$ cat src/rtl/ysyx_22041071_hazard_ctrl_pkg.sv
// Shared codes for the hazard controller: forwarding selects, FSM states,
// shadow-stage flags and the ALU_ctrl muldiv range.
package ysyx_22041071_hazard_ctrl_pkg;

  localparam int unsigned FWD_W   = 2;
  localparam int unsigned WDOG_CW = 8;

  localparam logic [FWD_W-1:0] FWD_RF  = 2'd0;
  localparam logic [FWD_W-1:0] FWD_EX  = 2'd1;
  localparam logic [FWD_W-1:0] FWD_MEM = 2'd2;
  localparam logic [FWD_W-1:0] FWD_WB  = 2'd3;

  localparam int unsigned ALU_MULDIV_LO = 19;
  localparam int unsigned ALU_MULDIV_HI = 30;

  typedef enum logic {
    HZ_RUN  = 1'b0,
    HZ_BUSY = 1'b1
  } hz_state_e;

  typedef struct packed {
    logic valid;
    logic wen;
    logic load;
  } stage_flags_t;

endpackage

$ cat src/rtl/ysyx_22041071_hazard_ctrl_if.sv
// Decode-side hazard bundle: ID fields and pipeline events in, stall/flush/forward out.
interface ysyx_22041071_hazard_ctrl_if #(
  parameter int unsigned RF_AW = 5
);
  logic             id_valid;
  logic [RF_AW-1:0] id_rs1;
  logic [RF_AW-1:0] id_rs2;
  logic             id_use_rs1;
  logic             id_use_rs2;
  logic [RF_AW-1:0] id_rd;
  logic             id_reg_w_en;
  logic             id_is_load;
  logic             id_is_muldiv;
  logic             ex_done;
  logic             redirect;
  logic             stall;
  logic             flush_id;
  logic [1:0]       fwd1_sel;
  logic [1:0]       fwd2_sel;
  logic             muldiv_busy;
  logic             muldiv_err;

  modport master (
    output id_valid, id_rs1, id_rs2, id_use_rs1, id_use_rs2, id_rd,
           id_reg_w_en, id_is_load, id_is_muldiv, ex_done, redirect,
    input  stall, flush_id, fwd1_sel, fwd2_sel, muldiv_busy, muldiv_err
  );

  modport slave (
    input  id_valid, id_rs1, id_rs2, id_use_rs1, id_use_rs2, id_rd,
           id_reg_w_en, id_is_load, id_is_muldiv, ex_done, redirect,
    output stall, flush_id, fwd1_sel, fwd2_sel, muldiv_busy, muldiv_err
  );
endinterface

$ cat src/rtl/ysyx_22041071_fwd_mux_sel.sv
// Per-source forwarding priority matcher (EX > MEM > WB); also flags an EX hit
// so the parent can detect load-use.
module ysyx_22041071_fwd_mux_sel
  import ysyx_22041071_hazard_ctrl_pkg::*;
#(
  parameter int unsigned RF_AW = 5
) (
  input  logic [RF_AW-1:0] rs_i,
  input  logic             use_i,
  input  logic             ex_prod_i,
  input  logic [RF_AW-1:0] ex_rd_i,
  input  logic             mem_prod_i,
  input  logic [RF_AW-1:0] mem_rd_i,
  input  logic             wb_prod_i,
  input  logic [RF_AW-1:0] wb_rd_i,
  output logic [FWD_W-1:0] sel_o,
  output logic             ex_hit_o
);

  always_comb begin
    sel_o    = FWD_RF;
    ex_hit_o = 1'b0;
    if (use_i && (rs_i != '0)) begin
      if (ex_prod_i && (ex_rd_i == rs_i)) begin
        sel_o    = FWD_EX;
        ex_hit_o = 1'b1;
      end else if (mem_prod_i && (mem_rd_i == rs_i)) begin
        sel_o = FWD_MEM;
      end else if (wb_prod_i && (wb_rd_i == rs_i)) begin
        sel_o = FWD_WB;
      end
    end
  end

endmodule

$ cat src/rtl/ysyx_22041071_hazard_ctrl.sv
// Hazard controller: shadow scoreboard of EX/MEM/WB destinations driving
// forwarding selects, load-use and muldiv stalls, and redirect flushes.
module ysyx_22041071_hazard_ctrl
  import ysyx_22041071_hazard_ctrl_pkg::*;
#(
  parameter int unsigned RF_AW    = 5,
  parameter int unsigned WDOG_MAX = 64
) (
  input  logic                          clk,
  input  logic                          reset,
  ysyx_22041071_hazard_ctrl_if.slave    hz
);

  stage_flags_t       ex_q, ex_d, mem_q, mem_d, wb_q, wb_d;
  logic [RF_AW-1:0]   ex_rd_q, ex_rd_d, mem_rd_q, mem_rd_d, wb_rd_q, wb_rd_d;
  hz_state_e          state_q, state_d;
  logic [WDOG_CW-1:0] cnt_q, cnt_d;
  logic               err_q, err_d;

  logic               ex_prod, mem_prod, wb_prod;
  logic               ex_hit1, ex_hit2;
  logic [FWD_W-1:0]   sel1, sel2;
  logic               load_use_c, stall_c, flush_c, take_c;

  assign ex_prod  = ex_q.valid  & ex_q.wen  & (ex_rd_q  != '0);
  assign mem_prod = mem_q.valid & mem_q.wen & (mem_rd_q != '0);
  assign wb_prod  = wb_q.valid  & wb_q.wen  & (wb_rd_q  != '0);

  ysyx_22041071_fwd_mux_sel #(.RF_AW(RF_AW)) u_fwd1 (
    .rs_i      (hz.id_rs1),
    .use_i     (hz.id_use_rs1),
    .ex_prod_i (ex_prod),
    .ex_rd_i   (ex_rd_q),
    .mem_prod_i(mem_prod),
    .mem_rd_i  (mem_rd_q),
    .wb_prod_i (wb_prod),
    .wb_rd_i   (wb_rd_q),
    .sel_o     (sel1),
    .ex_hit_o  (ex_hit1)
  );

  ysyx_22041071_fwd_mux_sel #(.RF_AW(RF_AW)) u_fwd2 (
    .rs_i      (hz.id_rs2),
    .use_i     (hz.id_use_rs2),
    .ex_prod_i (ex_prod),
    .ex_rd_i   (ex_rd_q),
    .mem_prod_i(mem_prod),
    .mem_rd_i  (mem_rd_q),
    .wb_prod_i (wb_prod),
    .wb_rd_i   (wb_rd_q),
    .sel_o     (sel2),
    .ex_hit_o  (ex_hit2)
  );

  // ex_hit already implies the EX entry is a producer matching a used, nonzero source
  assign load_use_c = hz.id_valid & ex_q.load & (ex_hit1 | ex_hit2);

  // Next-state and decision logic
  always_comb begin
    state_d  = state_q;
    cnt_d    = cnt_q;
    err_d    = err_q;
    wb_d     = mem_q;
    wb_rd_d  = mem_rd_q;
    mem_d    = ex_q;
    mem_rd_d = ex_rd_q;
    ex_d     = '0;
    ex_rd_d  = '0;
    stall_c  = 1'b0;
    flush_c  = hz.redirect;
    take_c   = 1'b0;

    case (state_q)
      HZ_RUN: begin
        stall_c = load_use_c & ~hz.redirect;
        take_c  = hz.id_valid & ~hz.redirect & ~load_use_c;
      end
      HZ_BUSY: begin
        if (cnt_q != '1) cnt_d = cnt_q + WDOG_CW'(1);
        if (cnt_d == WDOG_CW'(WDOG_MAX)) err_d = 1'b1;
        if (hz.ex_done) begin
          state_d = HZ_RUN;
          take_c  = hz.id_valid & ~hz.redirect;
        end else begin
          // muldiv parked in EX; older stages drain behind it
          stall_c  = 1'b1;
          ex_d     = ex_q;
          ex_rd_d  = ex_rd_q;
          mem_d    = '0;
          mem_rd_d = '0;
        end
      end
      default: state_d = HZ_RUN;
    endcase

    if (take_c) begin
      ex_d.valid = 1'b1;
      ex_d.wen   = hz.id_reg_w_en;
      ex_d.load  = hz.id_is_load;
      ex_rd_d    = hz.id_rd;
      if (hz.id_is_muldiv) begin
        state_d = HZ_BUSY;
        cnt_d   = '0;
      end
    end
  end

  always_ff @(posedge clk) begin
    if (reset) begin
      ex_q     <= '0;
      mem_q    <= '0;
      wb_q     <= '0;
      ex_rd_q  <= '0;
      mem_rd_q <= '0;
      wb_rd_q  <= '0;
      state_q  <= HZ_RUN;
      cnt_q    <= '0;
      err_q    <= 1'b0;
    end else begin
      ex_q     <= ex_d;
      mem_q    <= mem_d;
      wb_q     <= wb_d;
      ex_rd_q  <= ex_rd_d;
      mem_rd_q <= mem_rd_d;
      wb_rd_q  <= wb_rd_d;
      state_q  <= state_d;
      cnt_q    <= cnt_d;
      err_q    <= err_d;
    end
  end

  assign hz.stall       = stall_c;
  assign hz.flush_id    = flush_c;
  assign hz.fwd1_sel    = sel1;
  assign hz.fwd2_sel    = sel2;
  assign hz.muldiv_busy = (state_q == HZ_BUSY);
  assign hz.muldiv_err  = err_q;

endmodule

$ cat src/flat_wrapper.sv
// flat-port wrapper written by rule: the top's interface ports become plain ports
module ysyx_22041071_hazard_ctrl_flat import ysyx_22041071_hazard_ctrl_pkg::*;
#(
  parameter int unsigned RF_AW    = 5,
  parameter int unsigned WDOG_MAX = 64
)
  (clk, reset, hz_id_valid, hz_id_rs1, hz_id_rs2, hz_id_use_rs1, hz_id_use_rs2, hz_id_rd, hz_id_reg_w_en, hz_id_is_load, hz_id_is_muldiv, hz_ex_done, hz_redirect, hz_stall, hz_flush_id, hz_fwd1_sel, hz_fwd2_sel, hz_muldiv_busy, hz_muldiv_err);
  ysyx_22041071_hazard_ctrl_if #(.RF_AW(RF_AW)) hz_i ();
  input  logic clk;
  input  logic reset;
  input wire logic [$bits(hz_i.id_valid)-1:0] hz_id_valid;
  input wire logic [$bits(hz_i.id_rs1)-1:0] hz_id_rs1;
  input wire logic [$bits(hz_i.id_rs2)-1:0] hz_id_rs2;
  input wire logic [$bits(hz_i.id_use_rs1)-1:0] hz_id_use_rs1;
  input wire logic [$bits(hz_i.id_use_rs2)-1:0] hz_id_use_rs2;
  input wire logic [$bits(hz_i.id_rd)-1:0] hz_id_rd;
  input wire logic [$bits(hz_i.id_reg_w_en)-1:0] hz_id_reg_w_en;
  input wire logic [$bits(hz_i.id_is_load)-1:0] hz_id_is_load;
  input wire logic [$bits(hz_i.id_is_muldiv)-1:0] hz_id_is_muldiv;
  input wire logic [$bits(hz_i.ex_done)-1:0] hz_ex_done;
  input wire logic [$bits(hz_i.redirect)-1:0] hz_redirect;
  output wire logic [$bits(hz_i.stall)-1:0] hz_stall;
  output wire logic [$bits(hz_i.flush_id)-1:0] hz_flush_id;
  output wire logic [$bits(hz_i.fwd1_sel)-1:0] hz_fwd1_sel;
  output wire logic [$bits(hz_i.fwd2_sel)-1:0] hz_fwd2_sel;
  output wire logic [$bits(hz_i.muldiv_busy)-1:0] hz_muldiv_busy;
  output wire logic [$bits(hz_i.muldiv_err)-1:0] hz_muldiv_err;
  assign hz_i.id_valid = hz_id_valid;
  assign hz_i.id_rs1 = hz_id_rs1;
  assign hz_i.id_rs2 = hz_id_rs2;
  assign hz_i.id_use_rs1 = hz_id_use_rs1;
  assign hz_i.id_use_rs2 = hz_id_use_rs2;
  assign hz_i.id_rd = hz_id_rd;
  assign hz_i.id_reg_w_en = hz_id_reg_w_en;
  assign hz_i.id_is_load = hz_id_is_load;
  assign hz_i.id_is_muldiv = hz_id_is_muldiv;
  assign hz_i.ex_done = hz_ex_done;
  assign hz_i.redirect = hz_redirect;
  assign hz_stall = hz_i.stall;
  assign hz_flush_id = hz_i.flush_id;
  assign hz_fwd1_sel = hz_i.fwd1_sel;
  assign hz_fwd2_sel = hz_i.fwd2_sel;
  assign hz_muldiv_busy = hz_i.muldiv_busy;
  assign hz_muldiv_err = hz_i.muldiv_err;
  ysyx_22041071_hazard_ctrl #(.RF_AW(RF_AW), .WDOG_MAX(WDOG_MAX)) u_core (.clk(clk), .reset(reset), .hz(hz_i));
endmodule
$ cat config.mk
export PLATFORM = sky130hd
export DESIGN_NAME = ysyx_22041071_hazard_ctrl_flat
export DESIGN_NICKNAME = d
export VERILOG_FILES = /design/src/rtl/ysyx_22041071_hazard_ctrl_pkg.sv /design/src/rtl/ysyx_22041071_hazard_ctrl_if.sv /design/src/rtl/ysyx_22041071_fwd_mux_sel.sv /design/src/rtl/ysyx_22041071_hazard_ctrl.sv /design/src/flat_wrapper.sv
export SDC_FILE = /design/constraint.sdc
export NUM_CORES = 1
export LEC_CHECK = 0
export ABC_AREA = 1
export BUFFER_PORTS_ARGS = -buffer_cell sky130_fd_sc_hd__buf_2
export CELL_PAD_IN_SITES_DETAIL_PLACEMENT = 2
export CELL_PAD_IN_SITES_GLOBAL_PLACEMENT = 2
export CORE_UTILIZATION = 30
export CTS_CLUSTER_DIAMETER = 30
export CTS_CLUSTER_SIZE = 16
export DETAILED_ROUTE_END_ITERATION = 12
export GPL_TIMING_DRIVEN = 0
export HOLD_SLACK_MARGIN = 0.08
export MAX_ROUTING_LAYER = met4
export PLACE_DENSITY = 0.84
export SETUP_SLACK_MARGIN = 0.05
export SYNTH_ARGS = -nofsm -noshare
export SYNTH_HDL_FRONTEND = slang
export SYNTH_HIERARCHICAL = 1
export SYNTH_SLANG_ARGS = --single-unit
$ cat constraint.sdc
create_clock -name clk -period 2.9 [get_ports clk]
set_clock_uncertainty 0.1 [all_clocks]
set_input_delay 0.145 -clock clk [delete_from_list [all_inputs] [get_ports clk]]
set_output_delay 0.145 -clock clk [all_outputs]
set_load 0.05 [all_outputs]
==> metrics.md <==
| Metric | Value |
|---|---|
| Outcome | complete, no violations |
| FF+latch count, synth | 32 |
| Mapped Nets | roughly 380 |
| GRT overflow | 0 |
| DP Worst Slack | 280 ps |
| Final hold violations | 0 |
| Clk pin slew, worst setup/hold paths | 60 ps |
| Final hold slack | approximately 210 ps |
| CTS tree | done |
| Initial antenna violation count | 0 |
| Worst-path cell chain | inv_1 -> nand3_1 -> o311ai_0 -> inv_1 -> nand2_1 -> nor2_4 -> nand2_1 -> nand3b_4 -> inv_1 -> nor2_1 -> nand3b_1 -> o21ai_0 -> clkbuf_4 |
| CP arrival | 2420 ps |
| Setup Crit Path Kind | reg -> out |
| Sw frac | about 27% |
| Clock latency on the worst-skew pair | 290 ps |
| Die Ht | approximately 87 µm |
| Wire length per cell | 15.5 µm |
| Setup ws final | approximately 230 ps |
| Comb pwr share | approximately 15% |
| First-pass GRT wire length | roughly 13000 µm |
| Cells after synthesis | 358 |
| Avg Vias per Cell | 4.72 |
| Initial Utilization | a little under a third |
| Core Rows | 30 |
| Worst setup SP type | register |
| Sw Pwr | between 0.0002 and 0.0003 W |
| Fin crit share | between 90% and 100% |
| Clock tree sinks | 32 |
| Largest net degree at the start of global routing | 12 |
| Avg Cell Area, Syn | slightly above 6 µm² |
| RSZ-0062 raised after global routing | no |
| IO Port Bufs | 31 |
| Count of cell types in the netlist | 27 |
| Vias in the first global route | ~2600 |
| Core area | slightly below 7000 µm² |
| Worst EP required | about 2700 ps |
| Worst VDD drop | between 200 and 300 µV |
| Top achievable clock speed | between 0.3 and 0.4 GHz |
| Slew margin rel. | roughly two thirds |
| Hold Path Class | in -> reg |
| Worst slew pin tran | about 520 ps |
| Crit Path Max Fanout | 4 |
| Total track usage | approximately 22% |
| Critical path buffers and inverters | 4 |
| Power Total | 0.00105 W |
| Internal Power | ~0.00076 W |
| Yosys warns | 6 |
| First drt pass iteration count | 4 |
| CTS max path bufs | 2 |
| CTS Buf Count | 5 |
| Area after DPL | around 2400 µm² |
| Setup TNS | 0 ps |
| Final ANT Viol Nets | 0 |
| Max-cap viol count | 0 |
| Post-Route WL | 7770 µm |
| Max incr delay on CP | between 300 and 400 ps |
| Cell family with most CP delay | simple AND/OR/NAND/NOR gates |
| Diodes inserted | 0 |
| Fin crit period | between 2000 and 3000 ps |
| Layout net count | roughly 430 |
| Via count | between 2000 and 2500 |
| LEAKAGE | ~1.3 nW |
| Routability Congestion | 0.764 |
| H-tree Lvls | 2 |
| Final setup violating endpoints | 0 |
| Full die area | between 7000 and 8000 µm² |
| CP Capture Type | output pin |
| Horiz. Die Dim | a little under 90 µm |
| Top cell by count, worst path | inv_1 |
| Post-route cell area | 2650 µm² |
| Share of cells above drive strength 1 | roughly a fifth |
| Slew Limit Fails | 0 |
| Power per standard cell area | 398 nW/µm² |
| Area delta synth->final | 22.3% |
| Register area share after synthesis | between 20 and 30% |
| Initial drt markers | 36 |
| Clk pwr share | 40.2% |
| I/O Pins | 33 |
| DRC violations left | 0 |
| Post-CTS Setup Bufs | 0 |
| Detailed placer's ending HPWL | ~5700 µm |
| Flop pwr share | 44.5% |
| Cell Area, Synth | ~2200 µm² |
| Root Buffer | clkbuf_8 |
| Cell at the slowest stage of the critical path | dfxtp_2 |
## stage by stage
stage | std cells | util, %
final | 502 | 38.6
after detailed placement | 485 | 35.6
after global placement | 485 | 35.6
after global routing | 502 | 38.6
after floorplan | 358 | -
after CTS | 502 | 38.5
## cells by family (layout without fill, tap and decap cells)
family	Yosys count	count (layout)	share of synthesized area, %
flops	32	32	29.5
simple gates	228	228	48.8
fa+ha+maj	1	1	0.577
buf+inv	73	121	13.2
xor+xnor	5	5	2.02
compound gates	19	19	5.89
## flip-flops by register name, indices dropped and copies added (netlist names)
signal                 count
u_core/cnt_q               8
u_core/ex_rd_q             5
u_core/mem_rd_q            5
u_core/wb_rd_q             5
u_core/ex_q                3
u_core/mem_q               2
u_core/wb_q                2
u_core/hz.muldiv_busy      1
u_core/hz.muldiv_err       1
## worst paths after layout
| path | start | to | slack (ps) | cells past startpoint |
|---|---|---|---|---|
| worst max-delay path | u_core/ex_rd_q[4]$_SDFFE_PP0P_ | hz_stall | 230 | 13 |
| worst min-delay path | reset | u_core/hz.muldiv_err$_SDFFE_PP0P_ | 210 | 2 |
| worst max register to register | u_core/ex_rd_q[4]$_SDFFE_PP0P_ | u_core/cnt_q[4]$_SDFF_PP0_ | 320 | 16 |
| worst min register to register | u_core/mem_q[2]$_SDFF_PP0_ | u_core/wb_q[2]$_SDFF_PP0_ | 360 | 2 |
## power groups by stage
stage                     registers (W)  clock network, W  logic (W)
after floorplan                0.000473                 0  0.0000958
after global placement         0.000477                 0   0.000140
after detailed placement       0.000478                 0   0.000148
after CTS                      0.000468          0.000430   0.000160
after global routing           0.000470          0.000450   0.000178
final                          0.000469          0.000424   0.000161
## per-layer routing
metal / GRT usage (%) / wire, µm / vias up / part of all wire (%)
met5: - / 0 / - / 0
met4: 5.61 / 140 / 0 / 1.8
met3: 2.09 / 177 / 14 / 2.3
met2: 41.9 / 4200 / 40 / 54
met1: 24.8 / 3260 / 1134 / 42
li1: - / - / 1181 / -
## what timing repair did
action / in CTS / in global routing
setup endpoints to repair: 0 / 1
resized for setup: 0 / 4
hold endpoints to repair: 8 / 0
hold buffers: 9 / 0
## cell usage in the layout, fill, tap and decap left out, types with 8 or more instances in the layout
| master | instances |
|---|---|
| nand4_1 | 8 |
| nor2_2 | 10 |
| nand2_1 | 122 |
| nand3_1 | 22 |
| buf_2 | 30 |
| dlygate4sd3_1 | 9 |
| inv_2 | 13 |
| a21oi_1 | 8 |
| inv_1 | 55 |
| dfxtp_1 | 29 |
| nor2_1 | 48 |
## layout make-up
| type | instances | area [µm²] |
|---|---|---|
| repair buffers | 40 | 248 |
| well taps | 96 | 120 |
| clock inverters | 3 | 42.5 |
| multi-input cells | 253 | 1240 |
| flip-flops and latches | 32 | 644 |
| plain buffers | 5 | 30.0 |
| clock buffers | 5 | 68.8 |
| inverters | 68 | 255 |
| fillers | 890 | 4220 |
## cells in the mapped netlist
cell type / instances / area, µm²
buf_4: 1 / 7.51
xnor2_1: 1 / 8.76
nor2_4: 3 / 33.8
nand4_1: 8 / 50.1
inv_2: 13 / 48.8
o21ai_0: 5 / 25.0
nand2_8: 2 / 40.0
a211oi_2: 3 / 37.5
nor3b_2: 1 / 12.5
nor3_2: 3 / 30.0
ha_1: 1 / 12.5
inv_1: 55 / 206
a21oi_1: 8 / 40.0
and2_4: 1 / 8.76
nand2_1: 122 / 458
xor2_1: 4 / 35.0
nor2_2: 10 / 62.6
nor3_1: 5 / 25.0
nand3_1: 22 / 110
o21bai_1: 1 / 7.51
nand3b_4: 2 / 40.0
o311ai_0: 2 / 17.5
nor2_1: 48 / 180
clkbuf_1: 3 / 11.3
buf_6: 1 / 11.3
dfxtp_1: 32 / 641
nand3b_1: 1 / 7.51
No activity file was read; power rests on OpenSTA's default activity.
